==> src/rtl/acl_poll_sequencer.sv <==
`default_nettype none
// ============================================================================
// Module      : acl_poll_sequencer
// Description : Configures an SPI accelerometer, then polls its X/Y sample
//               registers on request through an external byte-level master.
// Revision    : 1.0  initial release
// ============================================================================
module acl_poll_sequencer #(
  parameter int         CS_GAP  = 4,
  parameter logic [7:0] PWR_VAL = 8'h02
) (
  input  logic       clk,
  input  logic       rst,
  input  logic       tick,
  input  logic       cfg_req,
  output logic       spi_start,
  output logic [7:0] spi_tx,
  input  logic       spi_done,
  input  logic [7:0] spi_rx,
  output logic       spi_cs_n,
  output logic [7:0] acl_x,
  output logic [7:0] acl_y,
  output logic       acl_valid,
  output logic       cfg_done
);

  localparam int c_gap_w = (CS_GAP > 1) ? $clog2(CS_GAP) : 1;
  localparam logic [c_gap_w-1:0] c_gap_last = c_gap_w'(CS_GAP - 1);

  localparam logic [7:0] c_cmd_write = 8'h0A;
  localparam logic [7:0] c_cmd_read  = 8'h0B;
  localparam logic [7:0] c_reg_pwr   = 8'h2D;
  localparam logic [7:0] c_reg_xdata = 8'h08;

  typedef enum logic [3:0] {
    S_GAP, S_CFG_CMD, S_CFG_ADDR, S_CFG_DATA, S_IDLE,
    S_RD_CMD, S_RD_ADDR, S_RD_X, S_RD_Y
  } state_t;

  state_t             r_state;
  logic [c_gap_w-1:0] r_gap_cnt;
  logic               r_cfg_pend;
  logic               r_poll_pend;
  logic               r_busy;
  logic [7:0]         r_x_hold;

  logic w_cfg_any;
  logic w_launch_rd;
  logic w_may_launch;

  assign w_cfg_any    = r_cfg_pend | cfg_req;
  assign w_launch_rd  = (r_poll_pend | tick) & cfg_done;
  assign w_may_launch = (r_state == S_IDLE) || ((r_state == S_GAP) && (r_gap_cnt == c_gap_last));

  always_ff @(posedge clk or posedge rst) begin
    if (rst) begin
      r_state     <= S_GAP;
      r_gap_cnt   <= '0;
      r_cfg_pend  <= 1'b1;
      r_poll_pend <= 1'b0;
      r_busy      <= 1'b0;
      r_x_hold    <= 8'h00;
      spi_start   <= 1'b0;
      spi_tx      <= 8'h00;
      spi_cs_n    <= 1'b1;
      acl_x       <= 8'h00;
      acl_y       <= 8'h00;
      acl_valid   <= 1'b0;
      cfg_done    <= 1'b0;
    end else begin
      spi_start <= 1'b0;
      acl_valid <= 1'b0;
      if (cfg_req) begin
        r_cfg_pend <= 1'b1;
        cfg_done   <= 1'b0;
      end
      if (tick) r_poll_pend <= 1'b1;

      // Later assignments in this block deliberately override the pend-set
      // above, so a request arriving on the launch cycle is consumed.
      if (w_may_launch) begin
        if (w_cfg_any) begin
          r_state    <= S_CFG_CMD;
          spi_cs_n   <= 1'b0;
          r_busy     <= 1'b0;
          r_cfg_pend <= 1'b0;
        end else if (w_launch_rd) begin
          r_state     <= S_RD_CMD;
          spi_cs_n    <= 1'b0;
          r_busy      <= 1'b0;
          r_poll_pend <= 1'b0;
        end else begin
          r_state <= S_IDLE;
        end
      end else begin
        case (r_state)
          S_GAP: r_gap_cnt <= r_gap_cnt + 1'b1;
          S_CFG_CMD, S_RD_CMD: begin
            // First cycle of a transaction only lowers chip select.
            if (!r_busy) begin
              spi_start <= 1'b1;
              spi_tx    <= (r_state == S_CFG_CMD) ? c_cmd_write : c_cmd_read;
              r_busy    <= 1'b1;
            end else if (spi_done) begin
              spi_start <= 1'b1;
              spi_tx    <= (r_state == S_CFG_CMD) ? c_reg_pwr : c_reg_xdata;
              r_state   <= (r_state == S_CFG_CMD) ? S_CFG_ADDR : S_RD_ADDR;
            end
          end
          S_CFG_ADDR: if (spi_done) begin
            spi_start <= 1'b1;
            spi_tx    <= PWR_VAL;
            r_state   <= S_CFG_DATA;
          end
          S_RD_ADDR: if (spi_done) begin
            spi_start <= 1'b1;
            spi_tx    <= 8'h00;
            r_state   <= S_RD_X;
          end
          S_RD_X: if (spi_done) begin
            r_x_hold  <= spi_rx;
            spi_start <= 1'b1;
            spi_tx    <= 8'h00;
            r_state   <= S_RD_Y;
          end
          S_CFG_DATA, S_RD_Y: if (spi_done) begin
            r_state   <= S_GAP;
            r_gap_cnt <= '0;
            spi_cs_n  <= 1'b1;
            r_busy    <= 1'b0;
            if (r_state == S_RD_Y) begin
              acl_x     <= r_x_hold;
              acl_y     <= spi_rx;
              acl_valid <= 1'b1;
            end else if (!cfg_req) begin
              cfg_done <= 1'b1;
            end
          end
          default: r_state <= S_GAP;
        endcase
      end
    end
  end

endmodule
`default_nettype wire

==> config.mk <==
export PLATFORM = sky130hd
export DESIGN_NAME = acl_poll_sequencer
export DESIGN_NICKNAME = d
export VERILOG_FILES = /design/src/rtl/acl_poll_sequencer.sv
export SDC_FILE = /design/constraint.sdc
export NUM_CORES = 1
export LEC_CHECK = 0
export ABC_CLOCK_PERIOD_IN_PS = 4300
export CAP_MARGIN = 20
export CORE_MARGIN = 1.5
export CORE_UTILIZATION = 53
export DETAILED_ROUTE_END_ITERATION = 8
export GPL_ROUTABILITY_DRIVEN = 0
export PLACE_DENSITY = 0.83
export SLEW_MARGIN = 20
export SYNTH_ARGS = -nofsm -noshare
export SYNTH_HDL_FRONTEND = slang
export SYNTH_SLANG_ARGS = --single-unit
==> constraint.sdc <==
create_clock -name clk -period 4.3 [get_ports clk]
set_input_delay 0.645 -clock clk [delete_from_list [all_inputs] [get_ports clk]]
set_output_delay 0.645 -clock clk [all_outputs]
set_load 0.1 [all_outputs]
==> results of run 1 <==
==> per-layer routing <==
layer	wire, µm	GRT usage	vias up	part of all wire
met4	75	0.109	0	0.022
met1	1420	0.235	627	0.42
li1	-	-	587	-
met2	1780	0.330	32	0.53
met5	0	0	-	0
met3	104	0.0435	8	0.031
==> registers in the layout, indices dropped and copies added, names as in the netlist <==
name	flops
acl_valid	1
acl_x	8
acl_y	8
cfg_done	1
r_busy	1
r_cfg_pend	1
r_gap_cnt	2
r_poll_pend	1
r_state	4
r_x_hold	8
spi_cs_n	1
spi_start	1
spi_tx	4
==> layout by cell type, fill, tap and decap left out, drive strengths merged, types with 3 or more instances in the layout <==
master / n
a21oi: 4
clkbuf: 6
clkdlybuf4s50: 37
dfrtp: 39
nand2: 8
inv: 5
nor4: 4
nor2b: 3
mux2: 25
conb: 3
nor2: 11
nor3: 4
a21o: 4
==> metrics by stage <==
step	utilization	setup WS (ns)	hold slack, ns	instances
final	0.681	1.62	0.496	230
after global routing	0.681	1.58	0.521	230
after CTS	0.679	1.60	0.502	229
after detailed placement	0.661	1.41	0.475	222
after global placement	0.661	1.56	0.469	222
after floorplan	-	2.32	0.475	149
==> cells by family (layout without fill, tap and decap cells) <==
logic type | Yosys count | count (layout) | share of synthesized area
flip-flops | 41 | 41 | 0.557
other | 1 | 3 | 0.00203
buffers and inverters | 16 | 51 | 0.0555
AO/OA/AOI/OAI | 20 | 20 | 0.0806
XOR/XNOR | 1 | 1 | 0.00474
adder cells (fa/ha/maj) | 2 | 2 | 0.0135
multiplexers | 27 | 27 | 0.163
AND/OR/NAND/NOR | 39 | 39 | 0.124
==> synthesized netlist by cell type (2+ instances only) <==
cell | number | area [µm²]
nand2b_1 | 2 | 12.5
ha_1 | 2 | 25.0
buf_2 | 4 | 20.0
nor2_1 | 10 | 37.5
mux2_2 | 24 | 270
a21o_1 | 3 | 22.5
a21oi_1 | 4 | 20.0
dfstp_2 | 2 | 52.6
nor3b_1 | 2 | 15.0
nand2_1 | 8 | 30.0
dfrtp_1 | 39 | 976
o21ai_0 | 2 | 10.0
buf_4 | 4 | 30.0
mux2i_1 | 2 | 20.0
nor2b_1 | 3 | 18.8
nor3_1 | 4 | 20.0
inv_1 | 5 | 18.8
buf_6 | 3 | 33.8
nor4_1 | 2 | 12.5
nand3b_1 | 2 | 15.0
o2bb2ai_1 | 2 | 17.5
==> final timing paths <==
path | startpoint | end | slack, ns | depth (start not counted)
max in group asynchronous | rst | r_cfg_pend$_DFF_PP1_ | 3.21 | 3
worst min-delay path | spi_tx[3]$_DFFE_PP0P_ | spi_tx[3]$_DFFE_PP0P_ | 0.50 | 1
worst max-delay path | spi_cs_n$_DFFE_PP1P_ | spi_cs_n | 1.62 | 1
worst min register to register | spi_tx[3]$_DFFE_PP0P_ | spi_tx[3]$_DFFE_PP0P_ | 0.50 | 1
worst max register to register | r_state[3]$_DFFE_PP0P_ | acl_y[4]$_DFFE_PP0P_ | 2.24 | 4
min in group asynchronous | rst | acl_x[7]$_DFFE_PP0P_ | 0.73 | 3
==> cell type report <==
type,count,share of cell area
multi-input combinational,92,0.319
timing repair buffer,39,0.170
sequential,41,0.452
clock inverter,1,0.00330
tap,46,0.0253
inverter,5,0.00826
clock buffer,6,0.0226
==> results_dict.tcl, run 1 <==
set metrics [dict create \
    outcome "completed" \
    cts_tree "yes" \
    ant_nets 0 \
    fin_nets 199 \
    avgSynthCellArea_um2 12.6 \
    drt_wl_total_mm 3.38 \
    finalClockSkew_ns 0.00519 \
    vias 1254 \
    dieArea_um2 3850 \
    drv_cap 0 \
    cts-root-buf "clkbuf_4" \
    cpPeakStageDelay_ns 1.13 \
    via_per_inst 5.45 \
    setup.worst_path.class "flip-flop to output port" \
    required_ns 3.65 \
    grt_first_pass_wirelength_mm 5.39 \
    clockBufferDepth 2 \
    ctsResizeCount 0 \
    ys_types 39 \
    start_util 0.554 \
    fp.dieH_um 62.1 \
    tightest_slew_ns 1.00 \
    path_clk_slew_ns 0.11 \
    synthArstFlopShare 1.00 \
    cp_top_family "buffers and inverters" \
    regArea_um2 1030 \
    gr-total-overflow 0 \
    placed_cell_area_um2 2210 \
    period_share 0.623 \
    drv_slew 0 \
    grt_pass1_vias 1217 \
    drt-initial-drc-count 22 \
    antenna_found_initial 0 \
    syn2layout_area_growth_pct 23.0 \
    synth_seq_cells 41 \
    rows 21 \
    cts_setup_buffers 0 \
    synth_cells 147 \
    clk_latency_ns 0.34 \
    netlist_area_um2 1850 \
    hold_class "flip-flop to flip-flop" \
    antennaDiodeCount 0 \
    io_buffers 37 \
    io_pins 41 \
    synth_seq_area_share 0.557 \
    cts_buffers 5 \
    path_cells "clkdlybuf4s50_1" \
    rsz0062_at_grt "no" \
    slew_headroom 0.329 \
    max_freq_mhz 373 \
    drive_above_1_share 0.217 \
    dp_hpwl_mm 2.45 \
    firstDrtPassIters 4 \
    cp-end-kind "output port" \
    layout_min_cycle_time_ns 2.68 \
    grt_max_degree 42 \
    worstPathArrival_ns 2.03 \
    yosys_warnings 0 \
    crit_slowest_cell "clkdlybuf4s50_1" \
    setup_viol 0 \
    wire_per_inst_um 14.7 \
    fill_cells 265 \
    hold_violations 0 \
    hold_buffers 0 \
    multi_input_area_um2 724 \
    crit_buf_inv 1 \
    stdcell_area_um2 2270 \
    track_usage 0.197 \
    cts_sinks 41 \
    die_x_um 62.1 \
    ys.flop_type "dfrtp_1" \
    synth_edf_count 0 \
    crit_fanout 2 \
    h-tree-depth 2 \
    start_kind "flip-flop" \
    drcViolationCount 0 \
    setup_tns_ns 0 \
    core_area_um2 3340 \
]
Power of run 1 is not shown: default switching activity piles up to over one toggle a cycle in this logic, so the estimate is an artifact.
==> inputs of run 2 (changes only) <==
--- a/config.mk
+++ b/config.mk
@@ -5,13 +5,13 @@
 export SDC_FILE = /design/constraint.sdc
 export NUM_CORES = 1
 export LEC_CHECK = 0
-export ABC_CLOCK_PERIOD_IN_PS = 4300
+export ABC_CLOCK_PERIOD_IN_PS = 2800
 export CAP_MARGIN = 20
 export CORE_MARGIN = 1.5
-export CORE_UTILIZATION = 53
+export CORE_UTILIZATION = 50
 export DETAILED_ROUTE_END_ITERATION = 8
 export GPL_ROUTABILITY_DRIVEN = 0
-export PLACE_DENSITY = 0.83
+export PLACE_DENSITY = 0.79
 export SLEW_MARGIN = 20
 export SYNTH_ARGS = -nofsm -noshare
 export SYNTH_HDL_FRONTEND = slang
==> constraint.sdc (replaced) <==
create_clock -name clk -period 2.8 [get_ports clk]
set_input_delay 0.42 -clock clk [delete_from_list [all_inputs] [get_ports clk]]
set_output_delay 0.42 -clock clk [all_outputs]
set_load 0.1 [all_outputs]
==> results_dict.tcl, run 2 (synthesis results as in run 1) <==
set metrics [dict create \
    firstDrtPassIters 4 \
    setup_viol 0 \
    fill_cells 259 \
    crit_fanout 17 \
    required_ns 2.97 \
    hold_violations 0 \
    tightest_slew_ns 0.659 \
    hold_start "spi_tx[1]$_DFFE_PP0P_" \
    hold_buffers 0 \
    wire_per_inst_um 13.7 \
    io_buffers 37 \
    fin_nets 199 \
    io_pins 41 \
    cts_tree "yes" \
    antenna_found_initial 0 \
    layout_min_cycle_time_ns 1.88 \
    die_x_um 63.8 \
    start_kind "flip-flop" \
    finalClockSkew_ns 0.00726 \
    top_regs "acl_x: 8 flops, acl_y: 8 flops, r_x_hold: 8 flops" \
    final_common_cell "dfrtp_1" \
    period_share 0.672 \
    grt_first_pass_wirelength_mm 5.38 \
    worstPathArrival_ns 2.05 \
    grt_max_degree 42 \
    ctsResizeCount 0 \
    cts_sinks 41 \
    h-tree-depth 2 \
    slew_headroom 0.557 \
    crit_slowest_cell "dfrtp_1" \
    grt_pass1_vias 1155 \
    setup.worst_path.class "flip-flop to flip-flop" \
    dieArea_um2 4070 \
    cts_setup_buffers 0 \
    track_usage 0.169 \
    startpoint "r_state[1]$_DFFE_PP0P_" \
    drv_slew 0 \
    cpPeakStageDelay_ns 0.71 \
    clk_latency_ns 0.28 \
    ant_nets 0 \
    clockBufferDepth 2 \
    path_cells "nor2b_1, nand2_1, nor2_4, mux2_2" \
    drt-initial-drc-count 56 \
    cts_buffers 5 \
    hold_class "flip-flop to flip-flop" \
    path_clk_slew_ns 0.08 \
    cts-root-buf "clkbuf_8" \
    start_util 0.537 \
    drive_above_1_share 0.357 \
    r2r-start "r_state[1]$_DFFE_PP0P_" \
    dp_hpwl_mm 2.30 \
    cp-end-kind "flip-flop" \
    via_per_inst 5.20 \
    drv_cap 0 \
    antennaDiodeCount 0 \
    vias 1201 \
    drt_wl_total_mm 3.16 \
    outcome "completed" \
    regArea_um2 1030 \
    rsz0062_at_grt "no" \
    multi_input_area_um2 724 \
    gr-total-overflow 0 \
    setup_tns_ns 0 \
    core_area_um2 3440 \
    layout.cells.most_common_list "dfrtp_1 (39), buf_4 (27), mux2_2 (24)" \
    cp_top_family "flip-flops" \
    fp.dieH_um 63.8 \
    max_freq_mhz 532 \
    crit_buf_inv 0 \
    drcViolationCount 0 \
    syn2layout_area_growth_pct 23.0 \
    rows 21 \
]
-- run 2: changes by cell type in the layout (fill, tap and decap cells not counted), sizes merged --
cell,delta
buf,+25
bufinv,+1
clkdlybuf4s50,-25
-- run 2: final timing paths --
| check | endpoint | slack (ns) | cells past startpoint |
|---|---|---|---|
| worst max register to register | r_x_hold[7]$_DFFE_PP0P_ | 0.92 | 4 |
| worst max-delay path | r_x_hold[7]$_DFFE_PP0P_ | 0.92 | 4 |
| worst min register to register | spi_tx[1]$_DFFE_PP0P_ | 0.50 | 1 |
| worst min-delay path | spi_tx[1]$_DFFE_PP0P_ | 0.50 | 1 |
| min in group asynchronous | acl_x[7]$_DFFE_PP0P_ | 0.57 | 3 |
| max in group asynchronous | r_cfg_pend$_DFF_PP1_ | 1.86 | 3 |
-- run 2: area by class of cell --
type / instances / share of cell area
flip-flops and latches: 41 / 0.453
multi-input cells: 92 / 0.319
repair buffers: 39 / 0.142
clock buffers: 6 / 0.0363
well taps: 46 / 0.0253
clock inverters: 2 / 0.0165
inverters: 5 / 0.00826
-- run 2: worst register-to-register path, cell delays in order (launching register included) --
cell and delay, ns:
dfrtp_1 0.71, nor2b_1 0.28, nand2_1 0.13, nor2_4 0.27, mux2_2 0.38
-- run 2: through the flow --
| stage | worst slack, ns | instances | hold slack, ns | utilization | cell area (µm²) |
|---|---|---|---|---|---|
| after floorplan | 1.04 | 149 | 0.475 | - | 1860 |
| after global placement | 0.699 | 223 | 0.476 | 0.625 | 2150 |
| after detailed placement | 0.642 | 223 | 0.487 | 0.625 | 2150 |
| after CTS | 0.931 | 231 | 0.504 | 0.660 | 2270 |
| after global routing | 0.792 | 231 | 0.517 | 0.660 | 2270 |
| final | 0.919 | 231 | 0.500 | 0.660 | 2270 |
-- run 2: layer usage --
metal,track usage,vias up,share of wire
met1,0.231,582,0.44
met3,0.0387,2,0.048
li1,-,582,-
met2,0.266,35,0.50
met5,0,-,0
met4,0.0571,0,0.0086
Power of run 2 is left out for the same reason.
==> inputs of run 3 (changes only) <==
--- a/config.mk
+++ b/config.mk
@@ -5,13 +5,13 @@
 export SDC_FILE = /design/constraint.sdc
 export NUM_CORES = 1
 export LEC_CHECK = 0
-export ABC_CLOCK_PERIOD_IN_PS = 2800
+export ABC_CLOCK_PERIOD_IN_PS = 1690
 export CAP_MARGIN = 20
 export CORE_MARGIN = 1.5
-export CORE_UTILIZATION = 50
+export CORE_UTILIZATION = 45
 export DETAILED_ROUTE_END_ITERATION = 8
 export GPL_ROUTABILITY_DRIVEN = 0
-export PLACE_DENSITY = 0.79
+export PLACE_DENSITY = 0.75
 export SLEW_MARGIN = 20
 export SYNTH_ARGS = -nofsm -noshare
 export SYNTH_HDL_FRONTEND = slang
==> constraint.sdc (replaced) <==
create_clock -name clk -period 1.69 [get_ports clk]
set_input_delay 0.2535 -clock clk [delete_from_list [all_inputs] [get_ports clk]]
set_output_delay 0.2535 -clock clk [all_outputs]
set_load 0.1 [all_outputs]
==> results_dict.tcl, run 3 (synthesis results as in run 1) <==
set metrics [dict create \
    drv_slew 0 \
    io_buffers 37 \
    grt_first_pass_wirelength_mm 6.22 \
    vias 1300 \
    dieArea_um2 4500 \
    drive_above_1_share 0.422 \
    drcViolationCount 0 \
    required_ns 1.87 \
    top_regs "acl_x: 8 flops, acl_y: 8 flops, r_x_hold: 8 flops" \
    clk_latency_ns 0.29 \
    placed_cell_area_um2 2580 \
    wire_per_inst_um 15.2 \
    final_common_cell "dfrtp_1" \
    finalClockSkew_ns 0.00374 \
    hold_violations 0 \
    core_area_um2 3970 \
    cts-root-buf "clkbuf_8" \
    cts_tree "yes" \
    drv_cap 0 \
    hold_class "primary input to async pin" \
    cp-end-kind "flip-flop" \
    fin_nets 214 \
    firstDrtPassIters 5 \
    dp_hpwl_mm 2.84 \
    layout_min_cycle_time_ns 1.62 \
    antennaDiodeCount 0 \
    die_x_um 67.1 \
    period_share 0.956 \
    start_kind "flip-flop" \
    worstPathArrival_ns 1.79 \
    gr-total-overflow 0 \
    stdcell_area_um2 2690 \
    cts_setup_buffers 0 \
    antenna_found_initial 0 \
    drt_wl_total_mm 3.78 \
    crit_fanout 9 \
    top_usage_layer "met2" \
    h-tree-depth 2 \
    fp.dieH_um 67.1 \
    outcome "completed" \
    ant_nets 0 \
    setup_viol 0 \
    track_usage 0.191 \
    use_met1 0.222 \
    clockBufferDepth 2 \
    layout.cells.most_common_list "dfrtp_1 (37), buf_12 (25), mux2_2 (24)" \
    via_per_inst 5.22 \
    max_freq_mhz 619 \
    rr_worst_depth 4 \
    grt_max_degree 29 \
    grt_pass1_vias 1341 \
    rows 23 \
    syn2layout_area_growth_pct 45.5 \
    start_util 0.465 \
    io_pins 41 \
    cts_buffers 5 \
    drt-initial-drc-count 46 \
    gr-usage-met2 0.316 \
    cts_sinks 41 \
    grt_use_met3 0.0760 \
    setup.worst_path.class "flip-flop to flip-flop" \
    path_clk_slew_ns 0.07 \
]
## run 3: worst paths after layout
path | start | slack (ns) | endpoint
max in group asynchronous | rst | 1.05 | r_state[1]$_DFFE_PP0P_
worst max register to register | r_state[0]$_DFFE_PP0P_ | 0.07 | acl_y[0]$_DFFE_PP0P_
min in group clk | r_x_hold[5]$_DFFE_PP0P_ | 0.51 | acl_x[5]$_DFFE_PP0P_
worst min register to register | r_x_hold[5]$_DFFE_PP0P_ | 0.51 | acl_x[5]$_DFFE_PP0P_
worst max-delay path | r_state[0]$_DFFE_PP0P_ | 0.07 | acl_y[0]$_DFFE_PP0P_
worst min-delay path | rst | 0.29 | spi_tx[0]$_DFFE_PP0P_
## run 3: final cells by class
class | count | area [µm²]
Fill cell | 291 | 1280
Timing Repair Buffer | 54 | 759
Sequential cell | 41 | 1030
Inverter | 5 | 18.8
Clock inverter | 1 | 8.76
Multi-Input combinational cell | 92 | 736
Clock buffer | 6 | 72.6
Tap cell | 50 | 62.6
## run 3: timing repair
item | in CTS | in global routing
hold buffers | 0 | 0
endpoints found under the setup margin | 0 | 28
resized for setup | 0 | 8
## run 3: per-stage QoR
stage / cells / TNS [ns] / hold WS, ns / setup slack (ns) / utilization
final: 249 / 0 / 0.290 / 0.0746 / 0.677
after global routing: 249 / -0.00641 / 0.303 / -0.00641 / 0.677
after CTS: 249 / 0 / 0.282 / 0.0189 / 0.671
after detailed placement: 242 / -4.02 / 0.496 / -0.199 / 0.650
after global placement: 242 / -2.40 / 0.484 / -0.119 / 0.650
after floorplan: 149 / 0 / 0.320 / 0.0965 / -
## run 3: critical path: stages, from the launching register on
cell and delay (ns):
dfrtp_2 0.47, buf_6 0.16, nor4_4 0.33, buf_6 0.20, mux2_2 0.34
## run 3: layer usage
metal | share of wire | wire length, µm | up-vias
met2 | 0.54 | 2020 | 42
met3 | 0.055 | 208 | 4
met5 | 0 | 0 | -
met1 | 0.40 | 1510 | 643
li1 | - | - | 611
met4 | 0.0090 | 34 | 0
Power of run 3 is left out for the same reason.
